### src/rtl/nibble_packer.sv
// Packs a stream of 4-bit nibbles into 16-bit words (first nibble in [3:0]),
// with partial-word flush and a single-entry, zero-bubble output register.
module nibble_packer (
    input  logic        clk,
    input  logic        rst,
    input  logic [3:0]  din,
    input  logic        din_valid,
    output logic        din_ready,
    input  logic        flush,
    output logic [15:0] dout,
    output logic        dout_valid,
    input  logic        dout_ready,
    output logic [2:0]  dout_nib,
    output logic [7:0]  word_cnt
);

    typedef enum logic [1:0] {ACC0 = 2'd0, ACC1 = 2'd1, ACC2 = 2'd2, ACC3 = 2'd3} state_t;

    state_t      r_state;
    state_t      w_state_nxt;
    logic [11:0] r_acc;
    logic [15:0] r_dout;
    logic        r_dout_valid;
    logic [2:0]  r_dout_nib;
    logic [7:0]  r_word_cnt;

    logic        w_slot_free;
    logic        w_accept;
    logic        w_hs;
    logic        w_full;
    logic        w_flush;
    logic        w_load;
    logic [1:0]  w_fcnt;
    logic [15:0] w_word;
    logic [2:0]  w_nib;

    assign w_fcnt      = r_state;
    assign w_slot_free = !r_dout_valid || dout_ready;
    assign din_ready   = (r_state != ACC3) || w_slot_free;
    assign w_accept    = din_valid && din_ready;
    assign w_hs        = r_dout_valid && dout_ready;
    assign w_full      = w_accept && (r_state == ACC3);
    assign w_flush     = flush && w_slot_free && ((r_state != ACC0) || w_accept);
    assign w_load      = w_full || w_flush;

    // Word as it would leave this cycle: filled nibbles, the nibble being
    // accepted now, and zeros above. Stale accumulator contents are masked.
    always_comb begin
        w_word = '0;
        if (w_fcnt > 2'd0) w_word[3:0]  = r_acc[3:0];
        if (w_fcnt > 2'd1) w_word[7:4]  = r_acc[7:4];
        if (w_fcnt > 2'd2) w_word[11:8] = r_acc[11:8];
        if (w_accept) begin
            w_word[{w_fcnt, 2'b00} +: 4] = din;
        end
        w_nib = {1'b0, w_fcnt} + {2'b00, w_accept};
    end

    always_comb begin
        w_state_nxt = r_state;
        if (w_load) begin
            w_state_nxt = ACC0;
        end else if (w_accept) begin
            case (r_state)
                ACC0:    w_state_nxt = ACC1;
                ACC1:    w_state_nxt = ACC2;
                ACC2:    w_state_nxt = ACC3;
                default: w_state_nxt = r_state;
            endcase
        end
    end

    always_ff @(posedge clk or posedge rst) begin
        if (rst) begin
            r_state <= ACC0;
        end else begin
            r_state <= w_state_nxt;
        end
    end

    always_ff @(posedge clk or posedge rst) begin
        if (rst) begin
            r_acc <= '0;
        end else if (w_accept && !w_load) begin
            case (r_state)
                ACC0:    r_acc[3:0]  <= din;
                ACC1:    r_acc[7:4]  <= din;
                ACC2:    r_acc[11:8] <= din;
                default: r_acc       <= r_acc;
            endcase
        end
    end

    // Output slot: a load wins over the handshake clear so back-to-back words
    // stream without a bubble; otherwise the word is held until consumed.
    always_ff @(posedge clk or posedge rst) begin
        if (rst) begin
            r_dout       <= '0;
            r_dout_valid <= 1'b0;
            r_dout_nib   <= '0;
            r_word_cnt   <= '0;
        end else begin
            if (w_load) begin
                r_dout       <= w_word;
                r_dout_nib   <= w_nib;
                r_dout_valid <= 1'b1;
            end else if (w_hs) begin
                r_dout_valid <= 1'b0;
            end
            if (w_hs) begin
                r_word_cnt <= r_word_cnt + 8'd1;
            end
        end
    end

    assign dout       = r_dout;
    assign dout_valid = r_dout_valid;
    assign dout_nib   = r_dout_nib;
    assign word_cnt   = r_word_cnt;

endmodule
### config.mk
export PLATFORM = sky130hd
export DESIGN_NAME = nibble_packer
export DESIGN_NICKNAME = d
export VERILOG_FILES = /design/src/rtl/nibble_packer.sv
export SDC_FILE = /design/constraint.sdc
export NUM_CORES = 1
export LEC_CHECK = 0
export ABC_AREA = 1
export CELL_PAD_IN_SITES_DETAIL_PLACEMENT = 1
export CELL_PAD_IN_SITES_GLOBAL_PLACEMENT = 1
export CORE_UTILIZATION = 35
export CTS_CLUSTER_DIAMETER = 30
export CTS_CLUSTER_SIZE = 25
export DETAILED_ROUTE_END_ITERATION = 12
export HOLD_SLACK_MARGIN = 0.05
export PLACE_DENSITY_LB_ADDON = 0.1
export REMOVE_ABC_BUFFERS = 1
export SLEW_MARGIN = 20
export SYNTH_ARGS = -nofsm -noshare
export SYNTH_HDL_FRONTEND = slang
export SYNTH_SLANG_ARGS = --single-unit
### constraint.sdc
create_clock -name clk -period 5.4 [get_ports clk]
set_input_delay 0.81 -clock clk [delete_from_list [all_inputs] [get_ports clk]]
set_output_delay 0.81 -clock clk [all_outputs]
set_load 0.03 [all_outputs]
==> qor.csv <==
stage,metric,value,unit
pwr,Final Power,1470,µW
clock_network,# Post-CTS Setup Buffers,0,
finish,share of layout cells above drive strength 1,4.44,%
synth,Synth top area share,44.0,%
clock_network,clock sink total,42,
route,post-route ant nets,0,
global_routing,Tot GR Track Use,18.7,%
finish,diode count,0,
timing,final clock skew,0.00334,ns
worst_setup_path,kind of critical path,primary input to output port,
timing,Hold WS,0.478,ns
synth,area of the mapped netlist,2390,µm²
placement,DP Worst Slack,2.43,ns
clock_network,CTS Buf Count,5,
timing,timing-limited maximum frequency,0.336,GHz
worst_setup_path,CP required,4.59,ns
floorplanning,Ports,38,
synth,"Distinct cells, synth",20,
timing,Max transition margin,49.9,%
worst_setup_path,crit-path max FO,4,
placement,IO buf count,37,
hold_path,Hold WC Path Type,flip-flop to flip-flop,
pwr,VDD IR-drop max,201,µV
route,DRC,4,
finish,design area,2880,µm²
route,DRT Wirelength,5900,µm
route,Detailed Route Iter0 Violations,81,
route,drt first pass iters,8,
clock_network,TritonCTS clock tree,yes,
worst_setup_path,nature of the critical path endpoint,output port,
hold_path,Hold Path Origin,r_acc[10],
clock_network,CTS hold repair buffers,0,
clock_network,H-tree levels,2,
run_status,failing checks,DRC,
route,WL/cell,13.5,µm
worst_setup_path,reg2reg start,r_state[0],
finish,most frequent cells in the layout,"nand2_1, dfrtp_1, clkdlybuf4s50_1",
worst_setup_path,CP Data Arrival Time,2.16,ns
timing,Max Slew Vio Count,0,
floorplanning,DIE AREA,7150,µm²
synth,"flops & latches, synth",42,
route,vias,2101,
timing,RSZ-0062 raised after global routing,no,
placement,DP Area,2810,µm²
clock_network,worst skew pair latency,0.29,ns
worst_setup_path,Worst Setup SP,dout_ready,
worst_setup_path,R2R setup slack,2.86,ns
synth,"top cells by area, synth","dfrtp_1, nand2_1, ha_1",
route,post-DR vias/cell,4.81,
global_routing,initial antenna violation count,0,
clock_network,Longest Clk Path Bufs,2,
run_status,status,"complete, but fails checks",
finish,Area growth syn-to-layout,20.8,%
flow_run,max_cap viols,0,
timing,Slew @ Worst Pin,0.751,ns
finish,"most common cell after layout, fill and taps aside",nand2_1,
global_routing,GRT overflow,0,
worst_setup_path,Startpoint Class,primary input,
pwr,LEAKAGE,0.00151,µW
synth,biggest area consumer among synthesized cells,dfrtp_1,
global_routing,vias in the first global route,2177,
timing,setup TNS,0,ns
timing,setup ws final,2.43,ns
clock_network,clock slew at reported path FFs,0.08,ns
synth,Avg Inst Size Synth,7.41,µm²
synth,Ys Warns,0,
synth,Post-Synthesis Cells,322,
floorplanning,Die Ht,84.6,µm
global_routing,first-pass GRT wire length,10600,µm
floorplanning,Die W,84.6,µm
floorplanning,core area,6460,µm²
pwr,Power Density,510,nW/µm²
finish,# nets final,380,
timing,Final period util,55.1,%
clock_network,CTS Root Cell,clkbuf_8,
timing,Final Hold Fails,0,
floorplanning,num rows,29,
placement,Post-DP HPWL,4170,µm
timing,fin crit period,2.97,ns
floorplanning,starting density of the core,36.9,%
clock_network,post_cts resized,0,
synth,sequential-to-total area share from yosys stat,44.0,%
timing,endpoints failing setup,0,
global_routing,largest net degree at the start of global routing,43,
placement,GPL Wtd Cong,0.738,
-- flip-flops by register name, indices dropped and copies added, names as in the netlist --
| register | cells |
|---|---|
| dout_valid | 1 |
| r_state | 2 |
| r_acc | 12 |
| dout | 16 |
| dout_nib | 3 |
| word_cnt | 8 |
-- final cells by class --
cell class,instances,area (µm²)
flip-flops and latches,42,1050
multi-input cells,240,1150
inverters,33,126
fillers,813,3580
clock buffers,7,76.3
well taps,77,96.3
repair buffers,38,378
-- synth_stat cells, drive strengths merged --
| master | count |
|---|---|
| nand2 | 147 |
| dfrtp | 42 |
| inv | 33 |
| nor2 | 30 |
| nand3 | 20 |
| nand4 | 15 |
| ha | 11 |
| buf | 7 |
| o21ai | 6 |
| nor3 | 5 |
| xor2 | 4 |
| nand3b | 2 |
-- power by group --
| part | internal (µW) | leakage, µW | switching (µW) |
|---|---|---|---|
| Combinational | 267 | 0.000940 | 481 |
| Sequential | 432 | 0.000536 | 96.7 |
| Clock | 89.2 | 0.0000383 | 105 |
-- worst paths after layout --
check | endpoint | cells after the start
min | r_acc[10] | 2
min in group asynchronous | dout[5] | 3
min reg2reg | r_acc[10] | 2
max in group asynchronous | dout_valid | 3
max reg2reg | r_acc[9] | 9
max | din_ready | 4
-- through the flow --
stage          instances  utilization, %
5_1_grt              437            44.6
6_report             437            44.6
4_1_cts              437            44.6
3_3_place_gp         430            43.4
2_1_floorplan        315               -
3_5_place_dp         430            43.4
-- cell families after synthesis --
logic type	Yosys count	share of synthesized area (%)
flip-flops	42	44.0
XOR/XNOR	4	1.47
AO/OA/AOI/OAI	6	1.26
AND/OR/NAND/NOR	219	39.9
adder cells (fa/ha/maj)	11	5.77
buffers and inverters	40	7.60
-- critical path: stages --
cell and delay (ns):
clkdlybuf4s50_1 0.48, inv_1 0.06, nand3_2 0.11, clkdlybuf4s50_1 0.70
-- per-layer routing --
layer	up-vias	part of all wire [%]	GRT usage, %
li1	1075	-	-
met1	992	50	25.2
met2	28	46	30.9
met3	6	2.5	3.34
met4	0	1.2	5.08
met5	-	0	0
No activity file was read; power rests on OpenSTA's default activity.
